==> src/rtl/tpu_pkg.sv <==
// Shared types and arithmetic helpers for the accumulator row buffer.
// The widths defined here are only defaults. Each module carries its own parameters.
package tpu_pkg;

    localparam int TPU_IN_W  = 16;
    localparam int TPU_ACC_W = 32;
    localparam int TPU_DEPTH = 4;
    localparam int SAT_W     = 64;

    typedef enum logic {
        FILL  = 1'b0,
        DRAIN = 1'b1
    } accbuf_state_t;

    typedef struct packed {
        logic [SAT_W-1:0] sum;
        logic             sat;
    } sat_res_t;

    // Both operands arrive already sign-extended to SAT_W.
    // acc_w selects the saturation bounds, so one helper serves every accumulator width.
    function automatic sat_res_t sat_add(
        input logic signed [SAT_W-1:0] acc,
        input logic signed [SAT_W-1:0] addend,
        input int unsigned             acc_w
    );
        logic signed [SAT_W-1:0] sum;
        logic signed [SAT_W-1:0] hi;
        logic signed [SAT_W-1:0] lo;
        sat_res_t                res;
        sum = acc + addend;
        hi  = (64'sd1 <<< (acc_w - 32'd1)) - 64'sd1;
        lo  = -hi - 64'sd1;
        if (sum > hi) begin
            res.sum = hi;
            res.sat = 1'b1;
        end else if (sum < lo) begin
            res.sum = lo;
            res.sat = 1'b1;
        end else begin
            res.sum = sum;
            res.sat = 1'b0;
        end
        return res;
    endfunction

endpackage

==> src/rtl/acc_sat_add.sv <==
// Per-column datapath. It either sign-extends the input into the accumulator width,
// or adds the input onto the stored value with saturation.
module acc_sat_add
    import tpu_pkg::*;
#(
    parameter int IN_W  = TPU_IN_W,
    parameter int ACC_W = TPU_ACC_W
) (
    input  logic [ACC_W-1:0] acc_i,
    input  logic [IN_W-1:0]  in_i,
    input  logic             acc_mode,
    output logic [ACC_W-1:0] sum_o,
    output logic             sat_o
);

    logic [SAT_W-1:0]       acc_ext_s;
    logic [SAT_W-1:0]       in_ext_s;
    sat_res_t               res_s;
    logic [SAT_W-ACC_W-1:0] unused_hi_s;

    assign acc_ext_s   = SAT_W'($signed(acc_i));
    assign in_ext_s    = SAT_W'($signed(in_i));
    assign unused_hi_s = res_s.sum[SAT_W-1:ACC_W];

    // An overwrite always fits the accumulator, so only the accumulate path can saturate.
    always_comb begin
        res_s = sat_add(acc_ext_s, in_ext_s, 32'(ACC_W));
        if (acc_mode) begin
            sum_o = res_s.sum[ACC_W-1:0];
            sat_o = res_s.sat;
        end else begin
            sum_o = in_ext_s[ACC_W-1:0];
            sat_o = 1'b0;
        end
    end

endmodule

==> src/rtl/accumulator_buffer.sv <==
// Row buffer after column alignment. It writes or accumulates 2-column rows into a small
// register file, then streams the stored rows out over valid/ready on request.
module accumulator_buffer
    import tpu_pkg::*;
#(
    parameter int IN_W  = TPU_IN_W,
    parameter int ACC_W = TPU_ACC_W,
    parameter int DEPTH = TPU_DEPTH
) (
    input  logic             clk,
    input  logic             reset,
    input  logic             in_valid,
    input  logic [IN_W-1:0]  in_col0,
    input  logic [IN_W-1:0]  in_col1,
    input  logic             acc_mode,
    input  logic             drain_req,
    output logic             out_valid,
    input  logic             out_ready,
    output logic [ACC_W-1:0] out_col0,
    output logic [ACC_W-1:0] out_col1,
    output logic             out_last,
    output logic             busy,
    output logic             drain_done,
    output logic             overflow_err,
    output logic             sat_flag
);

    localparam int               PTR_W    = $clog2(DEPTH);
    localparam int               CNT_W    = PTR_W + 1;
    localparam logic [CNT_W-1:0] FULL_CNT = CNT_W'(DEPTH);

    accbuf_state_t    state_q, state_d;
    logic [CNT_W-1:0] wr_ptr_q, wr_ptr_d;
    logic [CNT_W-1:0] row_cnt_q, row_cnt_d;
    logic [PTR_W-1:0] rd_ptr_q, rd_ptr_d;
    logic [ACC_W-1:0] col0_q [DEPTH];
    logic [ACC_W-1:0] col0_d [DEPTH];
    logic [ACC_W-1:0] col1_q [DEPTH];
    logic [ACC_W-1:0] col1_d [DEPTH];
    logic             out_valid_q, out_valid_d;
    logic [ACC_W-1:0] out_col0_q, out_col0_d;
    logic [ACC_W-1:0] out_col1_q, out_col1_d;
    logic             out_last_q, out_last_d;
    logic             drain_done_q, drain_done_d;
    logic             overflow_err_q, overflow_err_d;
    logic             sat_flag_q, sat_flag_d;

    logic [PTR_W-1:0] wr_idx_s;
    logic [ACC_W-1:0] acc0_s, acc1_s;
    logic [ACC_W-1:0] sum0_s, sum1_s;
    logic             sat0_s, sat1_s;
    logic             load_s;
    logic [PTR_W-1:0] load_idx_s;

    assign wr_idx_s = wr_ptr_q[PTR_W-1:0];
    assign acc0_s   = col0_q[wr_idx_s];
    assign acc1_s   = col1_q[wr_idx_s];

    acc_sat_add #(.IN_W(IN_W), .ACC_W(ACC_W)) u_add_col0 (
        .acc_i    (acc0_s),
        .in_i     (in_col0),
        .acc_mode (acc_mode),
        .sum_o    (sum0_s),
        .sat_o    (sat0_s)
    );

    acc_sat_add #(.IN_W(IN_W), .ACC_W(ACC_W)) u_add_col1 (
        .acc_i    (acc1_s),
        .in_i     (in_col1),
        .acc_mode (acc_mode),
        .sum_o    (sum1_s),
        .sat_o    (sat1_s)
    );

    // Next-state logic. FILL captures and accumulates rows; DRAIN streams them out one per handshake.
    always_comb begin
        state_d        = state_q;
        wr_ptr_d       = wr_ptr_q;
        row_cnt_d      = row_cnt_q;
        rd_ptr_d       = rd_ptr_q;
        col0_d         = col0_q;
        col1_d         = col1_q;
        out_valid_d    = out_valid_q;
        out_col0_d     = out_col0_q;
        out_col1_d     = out_col1_q;
        out_last_d     = out_last_q;
        drain_done_d   = 1'b0;
        overflow_err_d = overflow_err_q;
        sat_flag_d     = sat_flag_q;
        load_s         = 1'b0;
        load_idx_s     = '0;
        case (state_q)
            FILL: begin
                if (!in_valid) begin
                    wr_ptr_d = '0;
                end else if (wr_ptr_q == FULL_CNT) begin
                    overflow_err_d = 1'b1;
                end else begin
                    col0_d[wr_idx_s] = sum0_s;
                    col1_d[wr_idx_s] = sum1_s;
                    sat_flag_d       = sat_flag_q | sat0_s | sat1_s;
                    wr_ptr_d         = wr_ptr_q + CNT_W'(1);
                    if (row_cnt_q < wr_ptr_d) begin
                        row_cnt_d = wr_ptr_d;
                    end else begin
                        row_cnt_d = row_cnt_q;
                    end
                end
                // Uses the post-write row count and data, so a same-cycle write is drained too.
                if (!drain_req) begin
                    state_d = FILL;
                end else if (row_cnt_d == '0) begin
                    drain_done_d = 1'b1;
                end else begin
                    state_d     = DRAIN;
                    load_s      = 1'b1;
                    load_idx_s  = '0;
                    rd_ptr_d    = '0;
                    out_valid_d = 1'b1;
                    out_last_d  = (row_cnt_d == CNT_W'(1));
                end
            end
            DRAIN: begin
                overflow_err_d = overflow_err_q | in_valid;
                if (!(out_valid_q && out_ready)) begin
                    state_d = DRAIN;
                end else if (out_last_q) begin
                    state_d      = FILL;
                    out_valid_d  = 1'b0;
                    out_last_d   = 1'b0;
                    out_col0_d   = '0;
                    out_col1_d   = '0;
                    drain_done_d = 1'b1;
                    row_cnt_d    = '0;
                    wr_ptr_d     = '0;
                    rd_ptr_d     = '0;
                end else begin
                    load_s     = 1'b1;
                    load_idx_s = rd_ptr_q + PTR_W'(1);
                    rd_ptr_d   = load_idx_s;
                    out_last_d = (CNT_W'(load_idx_s) == row_cnt_q - CNT_W'(1));
                end
            end
            default: begin
                state_d = FILL;
            end
        endcase
        // The row moving into the output register leaves a cleared slot behind.
        if (load_s) begin
            out_col0_d         = col0_d[load_idx_s];
            out_col1_d         = col1_d[load_idx_s];
            col0_d[load_idx_s] = '0;
            col1_d[load_idx_s] = '0;
        end
    end

    // State, register file and output registers. The reset is synchronous and active-low.
    always_ff @(posedge clk) begin
        if (!reset) begin
            state_q        <= FILL;
            wr_ptr_q       <= '0;
            row_cnt_q      <= '0;
            rd_ptr_q       <= '0;
            for (int i = 0; i < DEPTH; i++) begin
                col0_q[i] <= '0;
                col1_q[i] <= '0;
            end
            out_valid_q    <= 1'b0;
            out_col0_q     <= '0;
            out_col1_q     <= '0;
            out_last_q     <= 1'b0;
            drain_done_q   <= 1'b0;
            overflow_err_q <= 1'b0;
            sat_flag_q     <= 1'b0;
        end else begin
            state_q        <= state_d;
            wr_ptr_q       <= wr_ptr_d;
            row_cnt_q      <= row_cnt_d;
            rd_ptr_q       <= rd_ptr_d;
            col0_q         <= col0_d;
            col1_q         <= col1_d;
            out_valid_q    <= out_valid_d;
            out_col0_q     <= out_col0_d;
            out_col1_q     <= out_col1_d;
            out_last_q     <= out_last_d;
            drain_done_q   <= drain_done_d;
            overflow_err_q <= overflow_err_d;
            sat_flag_q     <= sat_flag_d;
        end
    end

    assign out_valid    = out_valid_q;
    assign out_col0     = out_col0_q;
    assign out_col1     = out_col1_q;
    assign out_last     = out_last_q;
    assign busy         = (state_q == DRAIN);
    assign drain_done   = drain_done_q;
    assign overflow_err = overflow_err_q;
    assign sat_flag     = sat_flag_q;

endmodule
==> config.mk <==
export PLATFORM = sky130hd
export DESIGN_NAME = accumulator_buffer
export DESIGN_NICKNAME = d
export VERILOG_FILES = /design/src/rtl/tpu_pkg.sv /design/src/rtl/acc_sat_add.sv /design/src/rtl/accumulator_buffer.sv
export SDC_FILE = /design/constraint.sdc
export NUM_CORES = 1
export LEC_CHECK = 0
export CAP_MARGIN = 25
export CORE_MARGIN = 2
export CORE_UTILIZATION = 41
export CTS_CLUSTER_SIZE = 20
export DETAILED_ROUTE_END_ITERATION = 8
export SETUP_SLACK_MARGIN = 0.02
export SYNTH_ARGS = -nofsm -noshare
export SYNTH_HDL_FRONTEND = slang
export SYNTH_SLANG_ARGS = --single-unit
==> constraint.sdc <==
create_clock -name clk -period 6.68 [get_ports clk]
set_input_delay 1.336 -clock clk [delete_from_list [all_inputs] [get_ports clk]]
set_output_delay 1.336 -clock clk [all_outputs]
set_load 0.1 [all_outputs]
==> reports/qor.csv <==
stage,metric,value,unit
run_status,status,"complete, no violations",
floorplan,ioPinCount,108,
floorplan,initial_utilization,41.7,%
power,cellLeakagePower,8.54,nW
placement,place.gp.congestion,1.03,
final_layout,fin_area,23000,um^2
critical_path,crit_arrival,5980,ps
timing,hold_viol_final,0,
clocking,worst_skew_pair.late_latency,570,ps
clocking,cts.sink_count,334,
clocking,h-tree-depth,2,
logic_synthesis,synth_mux_area_share,8.11,%
power,ir_drop,0.156,mV
global_route,antenna_found_initial,1,
detailed_routing,ant_nets,0,
logic_synthesis,synth-seq-cells,334,
logic_synthesis,synth_cell_types,99,
timing,fin_crit,5540,ps
critical_path,cp-start-kind,flop,
placement,hpwl,52600,um
logic_synthesis,synthCells,2433,
logic_synthesis,synth_top_area_share,33.5,%
timing,clock_skew,15.7,ps
detailed_routing,wl_per_cell,25.4,um
logic_synthesis,synth_warnings,0,
timing,maxSlewViolCount,0,
final_layout,area_delta_synth_final,15.6,%
logic_synthesis,synth-main-ff-cell,dfxtp_1,
min_path,hold_path.class,reg2reg,
logic_synthesis,avgSynthCellArea,8.20,um^2
logic_synthesis,syn_nets,2545,
logic_synthesis,synthAdderAreaFrac,4.98,%
global_route,first_global_vias,19100,
floorplan,die_y,225,um
floorplan,num_rows,80,
run,maxCapViolCount,0,
critical_path,startpoint,wr_ptr_q[1]$_SDFFE_PN0P_,
logic_synthesis,synthArstFlopShare,0,%
power,power.density,308,nW/um^2
clocking,cts_buffers,40,
final_layout,diodes,0,
critical_path,critPathCapture,out_col0[22]$_SDFFE_PN0P_,
detailed_routing,wirelength,78800,um
critical_path,worst-r2r-cell-count,14,
final_layout,nets,2564,
critical_path,timing.critical_path.fanout_max,42,
logic_synthesis,synth_commonest_cells,"336 x nand2_1, 334 x dfxtp_1, 311 x a21oi_1, 263 x nor2_1, 155 x clkbuf_1",
logic_synthesis,synth-xor-area-share,2.42,%
clocking,cts_buffer_depth,3,
clocking,post_cts_resized,0,
logic_synthesis,synth.most_common_cell,nand2_1,
detailed_routing,drt_pass1_iterations,6,
clocking,hold_buffers,0,
detailed_routing,drc_errors,0,
logic_synthesis,synthSimpleGateAreaFrac,16.6,%
detailed_routing,viasPerCell,6.48,
clocking,tritoncts,yes,
global_route,track_usage,30.8,%
placement,port_buffers,107,
timing,min_period_over_period,82.9,%
critical_path,critPathKind,reg2reg,
clocking,postCtsSetupBuffers,0,
timing,timing.fmax,181,MHz
clocking,clk_pin_slew,60,ps
logic_synthesis,synth_area,19900,um^2
timing,rsz0062_at_grt,false,
floorplan,die_w,225,um
global_route,grt-ovfl-total,0,
critical_path,reg2reg_from,wr_ptr_q[1]$_SDFFE_PN0P_,
critical_path,endpoint_kind,flop,
logic_synthesis,synth_top_family_by_area,compound AO/OA/AOI/OAI gates,
timing,worstMarginPinSlew,1110,ps
timing,slew_headroom,25.5,%
clocking,cts_root_buffer,clkbuf_16,
critical_path,worst_r2r_endpoint,out_col0[22]$_SDFFE_PN0P_,
floorplan,dieArea,50400,um^2
global_route,grt_pass1_wl,119000,um
floorplan,core_area,47800,um^2
logic_synthesis,synth_area_leader_cell,dfxtp_1,
critical_path,regToRegSetupSlack,1140,ps
final_layout,final_core_util,48.2,%
critical_path,required,7120,ps
timing,setup-tns-final,0,ps
detailed_routing,drt_iter0_drc,2180,
global_route,grt_max_degree,77,
detailed_routing,dr_total_vias,20100,
final_layout,drive_gt1_share,11.2,%
logic_synthesis,synth_edf_count,0,
timing,setup_viol,0,
placement,dpl_cell_area,21600,um^2
logic_synthesis,ys_seq_area_share,33.5,%
final_layout,nFillCells,4624,
logic_synthesis,synth_compound_area_share,29.7,%
logic_synthesis,synthTopCellsByArea,"dfxtp_1 34%, a21oi_1 7.8%, mux4_2 7.2%",
## cell type report
class	count	area (um^2)	share of cell area (%)
multi-input combinational	1871	12400	53.8
sequential	334	6690	29.0
clock buffer	57	1180	5.10
inverter	33	124	0.537
tap	615	769	3.34
timing repair buffer	172	1640	7.12
clock inverter	15	239	1.04
## metrics by stage
step / setup slack (ps) / hold WS, ps / instances / total power [mW]
after global placement: 714 / 428 / 3022 / 4.69
after detailed placement: 710 / 439 / 3025 / 4.71
after floorplan: 1680 / 442 / 2433 / 3.98
final: 1140 / 441 / 3097 / 7.10
after global routing: 898 / 461 / 3097 / 7.37
after CTS: 1200 / 447 / 3097 / 7.08
## cells in the final DEF, fill, tap and decap left out, types with 15 or more instances in the layout
cell	count
buf_4	58
a32o_1	15
clkbuf_16	41
nand2_1	329
o22ai_1	28
a221oi_1	15
inv_1	32
mux4_2	64
xor2_1	15
clkdlybuf4s50_1	106
o21ai_1	22
a21o_1	41
a211oi_1	93
nor3_1	25
ha_1	72
dfxtp_1	332
nor2_1	261
and2_1	21
nand3_1	31
nand4_1	15
xnor2_1	40
o21ai_0	101
a31oi_1	18
a22oi_1	51
o211ai_1	32
a21oi_1	309
## worst min path at each step
stage / slack, ps / depth (start not counted) / end / start
floorplan: 440 / 2 / col0_q[62]$_SDFF_PN0_ / col0_q[62]$_SDFF_PN0_
global placement: 430 / 2 / out_col0[29]$_SDFFE_PN0P_ / out_col0[29]$_SDFFE_PN0P_
detailed placement: 440 / 2 / out_col0[4]$_SDFFE_PN0P_ / out_col0[4]$_SDFFE_PN0P_
CTS: 450 / 2 / out_col0[4]$_SDFFE_PN0P_ / out_col0[4]$_SDFFE_PN0P_
global route: 460 / 2 / out_col0[4]$_SDFFE_PN0P_ / out_col0[4]$_SDFFE_PN0P_
finish: 440 / 2 / out_col0[4]$_SDFFE_PN0P_ / out_col0[4]$_SDFFE_PN0P_
## routing by layer
metal / vias to the layer above / track usage, % / part of all wire, %
met1: 9754 / 41.8 / 42
met3: 199 / 5.36 / 9.4
met2: 1078 / 49.4 / 45
met5: - / 0 / 0
li1: 9038 / - / -
met4: 0 / 10.5 / 3.5
## critical path, cell delays in order (launching register included)
cell and delay [ps]:
dfxtp_4 900, buf_4 460, mux4_2 430, ha_1 410, a21o_1 270, a21o_1 190, a21oi_1 190, o221ai_1 150
a41o_2 320, a21oi_4 290, o31ai_2 230, nor2_4 500, o21ai_0 530, a221oi_1 400, o21ai_0 110
## sequential cells by signal, summed over array words and instances, names as in the netlist
signal / cells
sat_flag: 1
row_cnt_q: 3
out_col0: 32
overflow_err: 1
drain_done: 1
out_valid: 1
busy: 1
wr_ptr_q: 3
rd_ptr_q: 2
out_last: 1
col0_q: 128
col1_q: 128
out_col1: 32
## power by group
| group | switching [mW] | internal (mW) | total, mW | leakage, nW |
|---|---|---|---|---|
| clock | 0.917 | 1.46 | 2.38 | 0.695 |
| sequential | 0.126 | 2.14 | 2.27 | 2.71 |
| combinational | 1.67 | 0.786 | 2.45 | 5.14 |
## kinds of logic (layout without fill, tap and decap cells)
family | after synthesis | count (layout)
buffers and inverters | 228 | 277
adders and majority gates | 79 | 79
AOI/OAI and AO/OA | 882 | 882
and+or+nand+nor | 775 | 775
muxes | 80 | 80
xor gates and xnor gates | 55 | 55
DFF | 334 | 334
Note: power is estimated with default switching activity, not from simulation.
==> variant 1 (config.mk and constraints unchanged) <==
`TPU_DEPTH`: 4 -> 2.
--- a/src/rtl/tpu_pkg.sv
+++ b/src/rtl/tpu_pkg.sv
@@ -4,7 +4,7 @@
 
     localparam int TPU_IN_W  = 16;
     localparam int TPU_ACC_W = 32;
-    localparam int TPU_DEPTH = 4;
+    localparam int TPU_DEPTH = 2;
     localparam int SAT_W     = 64;
 
     typedef enum logic {
Check against the original RTL: not settled (the Yosys comparison gave no result); the edit may change what the design does.
==> variant 1 against the unedited design <==
Setup slack improved by 200 ps; wire length decreased by 46%; cell area decreased by 34%; critical endpoint is now out_col0[23]$_SDFFE_PN0P_; count of clock-buffer cells in the layout fell by 20; sequential cell count is 131 lower; power is 33% lower; area after synthesis decreased by 36%; die area shrank 35%; clock skew fell by 0.52 ps; largest power group unchanged.
==> variant 1: results (changes against the unedited design) <==
Run status
  • Run status: finished clean

Pwr
  • Power attributed to combinational cells: 1.84 mW (-25%)
  • Combinational cell fraction of total power: 0.385 (+0.039)
  • IR Drop Worst-Case VDD: 0.000187 V (+20%)

Final layout
  • FF+latch area: 4070 µm² (-39%)
  • Number of filler instances in the final layout: 2975 (-36%)
  • Final Cell Area: 15100 µm² (-34%)
  • Fraction of area in clock buffers and inverters: 0.0610 (-0.000435)
  • Leading registers by flop count: col0_q: 64 flops, col1_q: 64 flops
  • Multi-input gate share of the layout cell area: 0.544 (+0.00529)

Yosys
  • Synthesized-area fraction occupied by adder cells: 0.0719 (+0.0221)
  • Commonest cells in the netlist: sky130_fd_sc_hd__dfxtp_1, sky130_fd_sc_hd__nor2_1, sky130_fd_sc_hd__a21oi_1, sky130_fd_sc_hd__nand2_1, sky130_fd_sc_hd__o21ai_0
  • Synth Area in Compound Gates: 0.302 (+0.00529)
  • Sequential area share after synthesis: 0.318 (-0.0170)
  • Dominant cells by area after synthesis: sky130_fd_sc_hd__dfxtp_1, sky130_fd_sc_hd__ha_1, sky130_fd_sc_hd__a21oi_1, sky130_fd_sc_hd__mux2_2, sky130_fd_sc_hd__nor2_1
  • Synthesized Nets: 1683 (-34%)
  • Flop and latch count out of synthesis: 203 (-39%)

Routing
  • Vias per cell: 6.03 (-7.0%)
  • Post-Route M1 WL: 19.1 mm (-42%)
  • Via count of the routed design: 12400 (-38%)
  • Final Routed Wirelength: 42.5 mm (-46%)
  • Met2 Wirelength: 19.4 mm (-45%)

Worst hold path
  • Start point of the worst hold path: out_col1[12]$_SDFFE_PN0P_
  • Endpoint of the worst hold path: out_col1[12]$_SDFFE_PN0P_

GRT
  • Wire length of the first global-routing pass: 67.0 mm (-44%)
==> variant 1: cell count changes after synthesis, moves of 19 or more <==
| cell | before | now |
|---|---|---|
| sky130_fd_sc_hd__nand2_1 | 336 | 132 |
| sky130_fd_sc_hd__nor2_1 | 263 | 182 |
| sky130_fd_sc_hd__a21oi_1 | 311 | 145 |
| sky130_fd_sc_hd__a22oi_1 | 51 | 30 |
| sky130_fd_sc_hd__clkbuf_1 | 155 | 79 |
| sky130_fd_sc_hd__mux2_2 | 6 | 62 |
| sky130_fd_sc_hd__mux4_2 | 64 | 0 |
| sky130_fd_sc_hd__o21ai_0 | 101 | 120 |
| sky130_fd_sc_hd__dfxtp_1 | 334 | 203 |
| sky130_fd_sc_hd__a211oi_1 | 93 | 25 |
| sky130_fd_sc_hd__nor2b_1 | 13 | 35 |
| sky130_fd_sc_hd__o22ai_1 | 28 | 4 |
==> variant 2 (config.mk and constraints unchanged) <==
Without the edit above. Register the input `acc_mode` before use, without a reset. The logic sees it one clock later. The other inputs are not delayed to match.
--- a/src/rtl/accumulator_buffer.sv
+++ b/src/rtl/accumulator_buffer.sv
@@ -29,6 +29,12 @@
     localparam int               CNT_W    = PTR_W + 1;
     localparam logic [CNT_W-1:0] FULL_CNT = CNT_W'(DEPTH);
 
+    logic acc_mode_q;
+
+    always_ff @(posedge clk) begin
+        acc_mode_q <= acc_mode;
+    end
+
     accbuf_state_t    state_q, state_d;
     logic [CNT_W-1:0] wr_ptr_q, wr_ptr_d;
     logic [CNT_W-1:0] row_cnt_q, row_cnt_d;
@@ -59,7 +65,7 @@
     acc_sat_add #(.IN_W(IN_W), .ACC_W(ACC_W)) u_add_col0 (
         .acc_i    (acc0_s),
         .in_i     (in_col0),
-        .acc_mode (acc_mode),
+        .acc_mode (acc_mode_q),
         .sum_o    (sum0_s),
         .sat_o    (sat0_s)
     );
@@ -67,7 +73,7 @@
     acc_sat_add #(.IN_W(IN_W), .ACC_W(ACC_W)) u_add_col1 (
         .acc_i    (acc1_s),
         .in_i     (in_col1),
-        .acc_mode (acc_mode),
+        .acc_mode (acc_mode_q),
         .sum_o    (sum1_s),
         .sat_o    (sat1_s)
     );
Function: not settled (the Yosys comparison gave no result); the edit may change what the design does.
==> variant 2 against the unedited design <==
Register-to-register slack better by 400 ps; wire length up 0.61%; largest power group unchanged; hold slack gained 9.5 ps; non-clock buffer count down 5; setup slack improved by 150 ps; cell area barely moved; count of clock-buffer cells in the layout is 4 higher; clock skew about the same; sequential cell count up 1; fmax grew 2.8%; critical path depth is 3 lower; power is 3.0% higher; area after synthesis increased by 0.23%.
==> variant 2: results (changes against the unedited design) <==
Yosys
  • Cell count after synthesis: 2466 (+1.4%)
  • Post-synth cell types: 94 (-5.1%)
  • Sequential area share after synthesis: 0.336 (about the same)
  • Dominant cells by area after synthesis: sky130_fd_sc_hd__dfxtp_1, sky130_fd_sc_hd__a21oi_1, sky130_fd_sc_hd__mux4_2, sky130_fd_sc_hd__nand2_1, sky130_fd_sc_hd__ha_1
  • Count of flip-flops with a built-in enable after synthesis: 0 (unchanged)

Final layout
  • Sequential cell count of the final layout: 335 (+0.30%)
  • Layout cell share with drive strength beyond 1: 0.108 (-0.00431)
  • Inverter count of the layout excluding clock inverters: 29 (-12%)
  • Final Cell Area: 23000 µm² (about the same)
  • Number of non-filler instances in the completed layout: 3122 (+0.81%)
  • Net count reported at finish: 2589 (+0.98%)
  • Layout buffering overhead excluding clock cells: 0.0694 (-0.00176)
  • Count of plain and timing-repair buffers in the layout: 167 (-2.9%)
  • Number of combinational gates with multiple inputs: 1903 (+1.7%)
  • Multi-input gate area: 12500 µm² (+0.45%)
  • FF+latch area: 6720 µm² (+0.32%)
  • Number of filler instances in the final layout: 4651 (+0.58%)
  • Number of clock buffers in the layout: 61 (+7.0%)

Pwr
  • Total internal power: 4.42 mW (+0.77%)
  • Combinational cell fraction of total power: 0.362 (+0.016)
  • IR Drop Worst-Case VDD: 0.000195 V (+25%)
  • Share of power burned in the clock network: 0.321 (-0.014)
  • Power attributed to combinational cells: 2.64 mW (+8%)
  • Lkg Pwr: 8.25 nW (-3.4%)

Placement
  • Setup Slack @ Placement: 811 ps (+101 ps)
  • Cell total after placement: 3048 (+0.76%)
  • Post-Place Cell Area: 21600 µm² (about the same)
  • Final estimated routing congestion in global placement: 0.947 (-7.6%)
  • Total half-perimeter wirelength after legalization and detailed placement: 52.3 mm (-0.54%)

Worst setup path
  • Largest fanout on the critical path: 19 (-55%)
  • Terminus of the critical flop-to-flop path: out_col0[17]$_SDFFE_PN0P_
  • Arrival time of the worst setup path: 5840 ps (-140 ps)
  • Worst Setup Path Type: input port to register
  • Crit path from: in_col0[15]
  • Worst R2R Setup Slack: 1540 ps (+400 ps)
  • Slowest-stage cell, CP: sky130_fd_sc_hd__clkdlybuf4s50_1
  • R2R cell count: 12 (-2)

Routing
  • Vias per cell: 6.55 (+1.0%)
  • Sum of met3 wire segment lengths after detailed routing: 6.66 mm (-10%)
  • Post-Route M1 WL: 32.5 mm (-1.6%)
  • Met2 Wirelength: 36.6 mm (+3.0%)
  • Detailed router's first-iteration violation count: 2081 (-4.5%)
  • Final Routed Wirelength: 79.2 mm (+0.61%)

Worst hold path
  • Worst hold path type: register to register

STA
  • Period utilization: 0.806 (-0.0229)
  • Setup skew after layout: 15.3 ps (-0.366 ps)

GRT
  • Wire length of the first global-routing pass: 119 mm (+0.42%)
  • Total GRT Usage: 0.307 (-0.000756)
  • Maximum number of pins on one net before global-route repair: 57 (-26%)
  • Antenna violations before repair: 1 (unchanged)
  • Vias in the first global route: 19600 (+2.6%)

CTS
  • TritonCTS buffer count: 41 (+2.5%)

Run status
  • Run status: finished clean

Floorplanning
  • X dimension of the die: 225 µm (+0.11%)
-- variant 2: cell types whose count changed after synthesis, sizes merged, moves of 11 or more --
cell    change
a22oi      +31
xnor2      -14
a221oi     +18
o21ai      +16
and2       -13
a211oi     -64
a21oi      +24
nand3      +60
a21o       -13
nor2       -46
or2        +11
xor2       +17
-- variant 2: worst min path at each step --
stage / from / end / slack [ps] / cells past startpoint
after floorplan: col0_q[106]$_SDFF_PN0_ / col0_q[106]$_SDFF_PN0_ / 440 / 2
after global placement: out_col1[1]$_SDFFE_PN0P_ / out_col1[1]$_SDFFE_PN0P_ / 440 / 2
after detailed placement: out_col0[6]$_SDFFE_PN0P_ / out_col0[6]$_SDFFE_PN0P_ / 440 / 2
after CTS: out_col1[16]$_SDFFE_PN0P_ / out_col1[16]$_SDFFE_PN0P_ / 460 / 2
after global routing: col0_q[80]$_SDFF_PN0_ / col0_q[80]$_SDFF_PN0_ / 480 / 2
final: out_col1[16]$_SDFFE_PN0P_ / out_col1[16]$_SDFFE_PN0P_ / 450 / 2
-- variant 2: metal layers --
| metal | global-route usage | vias up |
|---|---|---|
| met2 | 0.505 | 1060 |
| met3 | 0.0577 | 247 |
| li1 | - | 9201 |
| met1 | 0.394 | 9934 |
| met5 | 0 | - |
| met4 | 0.131 | 0 |
-- variant 2: cells by family (layout without fill, tap and decap cells) --
kind of cell             Yosys count  after routing  share of synthesized area
XOR/XNOR                          58             58                     0.0254
AO/OA/AOI/OAI                    892            892                      0.292
multiplexers                      70             70                     0.0752
AND/OR/NAND/NOR                  809            809                      0.179
flip-flops                       335            335                      0.336
buffers and inverters            228            269                     0.0455
adder cells (fa/ha/maj)           74             74                     0.0471
